--- src/rtl/multicycle_control.sv ---
// Multicycle processor control unit: Moore FSM sequencing fetch, decode, execute,
// memory and writeback, plus a retired-instruction counter.
module multicycle_control (
    input  logic        clk,
    input  logic        reset,
    input  logic [6:0]  opcode,
    input  logic        take_branch,
    input  logic        mem_ready,
    output logic [1:0]  ALUop,
    output logic        alu_src_b,
    output logic        mem_read,
    output logic        mem_write,
    output logic        ir_write,
    output logic        pc_write,
    output logic        pc_branch,
    output logic        reg_write,
    output logic        mem_to_reg,
    output logic        illegal,
    output logic [3:0]  state,
    output logic [31:0] instret
);

    localparam logic [3:0] StFetch  = 4'd0;
    localparam logic [3:0] StDecode = 4'd1;
    localparam logic [3:0] StExecR  = 4'd2;
    localparam logic [3:0] StExecI  = 4'd3;
    localparam logic [3:0] StAddr   = 4'd4;
    localparam logic [3:0] StMemRd  = 4'd5;
    localparam logic [3:0] StMemWr  = 4'd6;
    localparam logic [3:0] StWbAlu  = 4'd7;
    localparam logic [3:0] StWbMem  = 4'd8;
    localparam logic [3:0] StBranch = 4'd9;
    localparam logic [3:0] StTrap   = 4'd10;

    localparam logic [6:0] OpRType  = 7'b0110011;
    localparam logic [6:0] OpIType  = 7'b0010011;
    localparam logic [6:0] OpLoad   = 7'b0000011;
    localparam logic [6:0] OpStore  = 7'b0100011;
    localparam logic [6:0] OpBranch = 7'b1100011;

    logic [3:0]  state_q, state_d;
    logic        is_store_q, is_store_d;
    logic [31:0] instret_q, instret_d;
    logic        retire;

    always_comb begin
        state_d    = state_q;
        is_store_d = is_store_q;
        retire     = 1'b0;
        case (state_q)
            StFetch: begin
                if (mem_ready) state_d = StDecode;
            end
            StDecode: begin
                // Captured here so ADDR does not depend on opcode afterwards.
                is_store_d = (opcode == OpStore);
                case (opcode)
                    OpRType:         state_d = StExecR;
                    OpIType:         state_d = StExecI;
                    OpLoad, OpStore: state_d = StAddr;
                    OpBranch:        state_d = StBranch;
                    default:         state_d = StTrap;
                endcase
            end
            StExecR, StExecI: state_d = StWbAlu;
            StAddr:           state_d = is_store_q ? StMemWr : StMemRd;
            StMemRd: begin
                if (mem_ready) state_d = StWbMem;
            end
            StMemWr: begin
                if (mem_ready) begin
                    state_d = StFetch;
                    retire  = 1'b1;
                end
            end
            StWbAlu, StWbMem, StBranch: begin
                state_d = StFetch;
                retire  = 1'b1;
            end
            StTrap:  state_d = StTrap;
            default: state_d = StFetch;
        endcase
        instret_d = retire ? instret_q + 32'd1 : instret_q;
    end

    always_ff @(posedge clk) begin
        if (reset) begin
            state_q    <= StFetch;
            is_store_q <= 1'b0;
            instret_q  <= 32'd0;
        end else begin
            state_q    <= state_d;
            is_store_q <= is_store_d;
            instret_q  <= instret_d;
        end
    end

    // Outputs decode from state only, except the FETCH/BRANCH handshake qualifiers.
    always_comb begin
        ALUop      = 2'b00;
        alu_src_b  = 1'b0;
        mem_read   = 1'b0;
        mem_write  = 1'b0;
        ir_write   = 1'b0;
        pc_write   = 1'b0;
        pc_branch  = 1'b0;
        reg_write  = 1'b0;
        mem_to_reg = 1'b0;
        illegal    = 1'b0;
        if (!reset) begin
            case (state_q)
                StFetch: begin
                    mem_read = 1'b1;
                    ir_write = mem_ready;
                    pc_write = mem_ready;
                end
                StExecR: ALUop = 2'b10;
                StExecI: begin
                    ALUop     = 2'b11;
                    alu_src_b = 1'b1;
                end
                StAddr:  alu_src_b = 1'b1;
                StMemRd: mem_read  = 1'b1;
                StMemWr: mem_write = 1'b1;
                StWbAlu: reg_write = 1'b1;
                StWbMem: begin
                    reg_write  = 1'b1;
                    mem_to_reg = 1'b1;
                end
                StBranch: begin
                    ALUop     = 2'b01;
                    pc_branch = take_branch;
                end
                StTrap:  illegal = 1'b1;
                default: ;
            endcase
        end
    end

    assign state   = state_q;
    assign instret = instret_q;

endmodule

--- config.mk ---
export PLATFORM = sky130hd
export DESIGN_NAME = multicycle_control
export DESIGN_NICKNAME = d
export VERILOG_FILES = /design/src/rtl/multicycle_control.sv
export SDC_FILE = /design/constraint.sdc
export NUM_CORES = 1
export LEC_CHECK = 0
export BUFFER_PORTS_ARGS = -buffer_cell sky130_fd_sc_hd__clkbuf_2
export CORE_UTILIZATION = 47
export CTS_CLUSTER_DIAMETER = 60
export CTS_CLUSTER_SIZE = 10
export DETAILED_ROUTE_END_ITERATION = 10
export PLACE_DENSITY_LB_ADDON = 0.15
export SLEW_MARGIN = 20
export SYNTH_ARGS = -nofsm -noshare
export SYNTH_HDL_FRONTEND = slang
export SYNTH_SLANG_ARGS = --single-unit
--- constraint.sdc ---
create_clock -name clk -period 2.6 [get_ports clk]
set_input_delay 0.52 -clock clk [delete_from_list [all_inputs] [get_ports clk]]
set_output_delay 0.52 -clock clk [all_outputs]
set_load 0.03 [all_outputs]
==> qor.yml <==
vias_per_cell: 5.968
synth.avg_cell_area_um2: 8.217
post-route-period-util_pct: 85.41
drt_iter0_drc: 137
gp_congestion: 0.8002
violations: "design-rule violations"
cp_cell_sequence: "nor2b_1 > nor4_2 > clkbuf_2"
clock_sink_count: 37
grt_pass1_vias: 1926
synthArstFlopShare_pct: 0
path_buf_inv: 1
htreeDepth: 2
n_fill_cell: 419
die_w_um: 71.34
register_area_um2: 740.7
insertion_delay_ns: 0.29
dp_hpwl_um: 3768
synth_top_area_cell: "dfxtp_1"
ys_seq_area_share_pct: 32.78
hold_path_class: "flop to flop"
clockBufferDepth: 2
setup_viol: 0
final-hold-violation-count: 0
syn-cell-area_um2: 2260
cp.arrival_ns: 1.70
cts_tree: "built"
final_util_pct: 58.70
synthDominantCellAreaShare_pct: 32.78
die_h_um: 71.34
ys_types: 46
clk_pin_slew_ns: 0.06
start_kind: "flop"
cp_top_family: "flip-flops"
cts_resized: 0
cp_max_fo: 18
ctsHoldBuffers: 0
p_leak_nw: 0.9847
wirelength_um: 5388
dieArea_um2: 5089
timing.final.max_slew_violations: 0
multiInputGateArea_um2: 1400
root_buffer: "clkbuf_8"
final.setup.tns_ns: 0
syn_to_final_growth_pct: 16.22
fin_skew_ns: 0.009719
final_cells: 374
ys_top_cells_by_count: "dfxtp_1, a21oi_1, nor2_1"
final_antenna_net_count: 0
placedCellCount: 366
max_clock_freq_mhz: 450.3
postCtsSetupRepairBufs: 0
pin_count: 58
synthTopCellsByArea: "dfxtp_1, mux2_2, a21oi_1"
synth_top_flop_cell: "dfxtp_1"
path_class: "flop to primary output"
synth_edf_count: 0
grt_antenna_before_repair: 0
initial_core_util_pct: 50.50
slew_headroom_pct: 57.49
drc: 5
drive_gt1_share_pct: 27.64
yosysWarnings: 0
status: "complete, but fails checks"
final_nets: 333
grt_max_degree: 51
wl_per_cell_um: 14.41
power.total_w: 0.001473
num_rows: 24
synth.most_common_cell: "dfxtp_1"
ys_ff_latch: 37
worst_pin_slew_ns: 0.6368
cap_violations: 0
syn_inst: 275
endpoint_kind: "primary output"
vdd_drop_max_v: 0.0002347
rsz0062_at_grt: "no"
firstDrtPassIters: 7
overflow: 0
r2r_slack_ns: 0.50
grt_pass1_wl_um: 8921
grt_usage_pct: 21.83
numCtsBuffers: 5
via_count: 2232
required_ns: 2.08
p_per_area_nw_per_um2: 561.0
critPathMaxStageDelay_ns: 0.73
syn_nets: 287
period_minus_slack_ns: 2.221
io_buffers: 57
antenna_cells: 0
design.core.area_um2: 4474
slowest_stage: "dfxtp_1"
-- path summary, 6_finish.rpt --
check             start     endpoint  cells past startpoint
max            state[2]     mem_read                      3
min          is_store_q   is_store_q                      2
max reg2reg  instret[9]  instret[28]                      4
min reg2reg  is_store_q   is_store_q                      2
-- placed cells by master, fill, tap and decap left out, drive strengths merged, types with 4 or more instances in the layout --
cell type and instances:
and3 6, mux2 12, clkbuf 63, or4 15
and2 4, nand2 8, inv 4, nor2b 15
nand3 15, and4 5, o21ai 7, o31ai 15
nand2b 6, buf 5, nor3 8, nor2 18
dfxtp 37, nor4 12, nand4 11, a21oi 24
-- per-layer routing --
layer  global-route usage (%)  wire [µm]  up-vias
li1                         -          -     1133
met1                    30.64       2661     1031
met2                    33.65       2391       61
met3                    3.657        269        7
met4                    8.222         65        0
met5                        0          0        -
-- where the power goes --
part	internal, W	switching (W)
Combinational	0.000162	0.000279
Sequential	0.000587	0.0000595
Clock	0.000186	0.000200
-- cell type report --
type / count / area share, %
Tap cell: 52 / 2.477
Multi-Input combinational cell: 211 / 53.31
Timing Repair Buffer: 62 / 12.29
Clock buffer: 6 / 2.763
Inverter: 4 / 0.5717
Sequential cell: 37 / 28.20
Clock inverter: 2 / 0.3811
-- worst reg2reg max path, delay by kind of cell, from the launching register on --
kind,cells,cell delay (ns)
simple gates,3,1.18
flops,1,0.43
mux,1,0.37
-- flip-flops by register name, summed over array words and instances, names as in the netlist --
signal      cells
instret        32
is_store_q      1
state           4
-- cell families (layout without fill, tap and decap cells) --
group	Yosys count	count (layout)	synth area share, %
mux	14	14	6.866
flops	37	37	32.78
compound gates	59	59	16.72
buf+inv	27	74	6.035
simple gates	135	135	36.27
fa+ha+maj	1	1	0.5536
xor+xnor	2	2	0.7753
-- through the flow --
step	hold WS (ns)	worst slack [ns]	cell area [µm²]
after CTS	0.4893	0.3801	2626
after global routing	0.5349	0.2546	2626
after detailed placement	0.4808	0.5142	2544
after floorplan	0.4538	0.1230	2277
after global placement	0.4682	0.5713	2544
final	0.4982	0.3793	2626
Power figures use the tool's default switching activity.
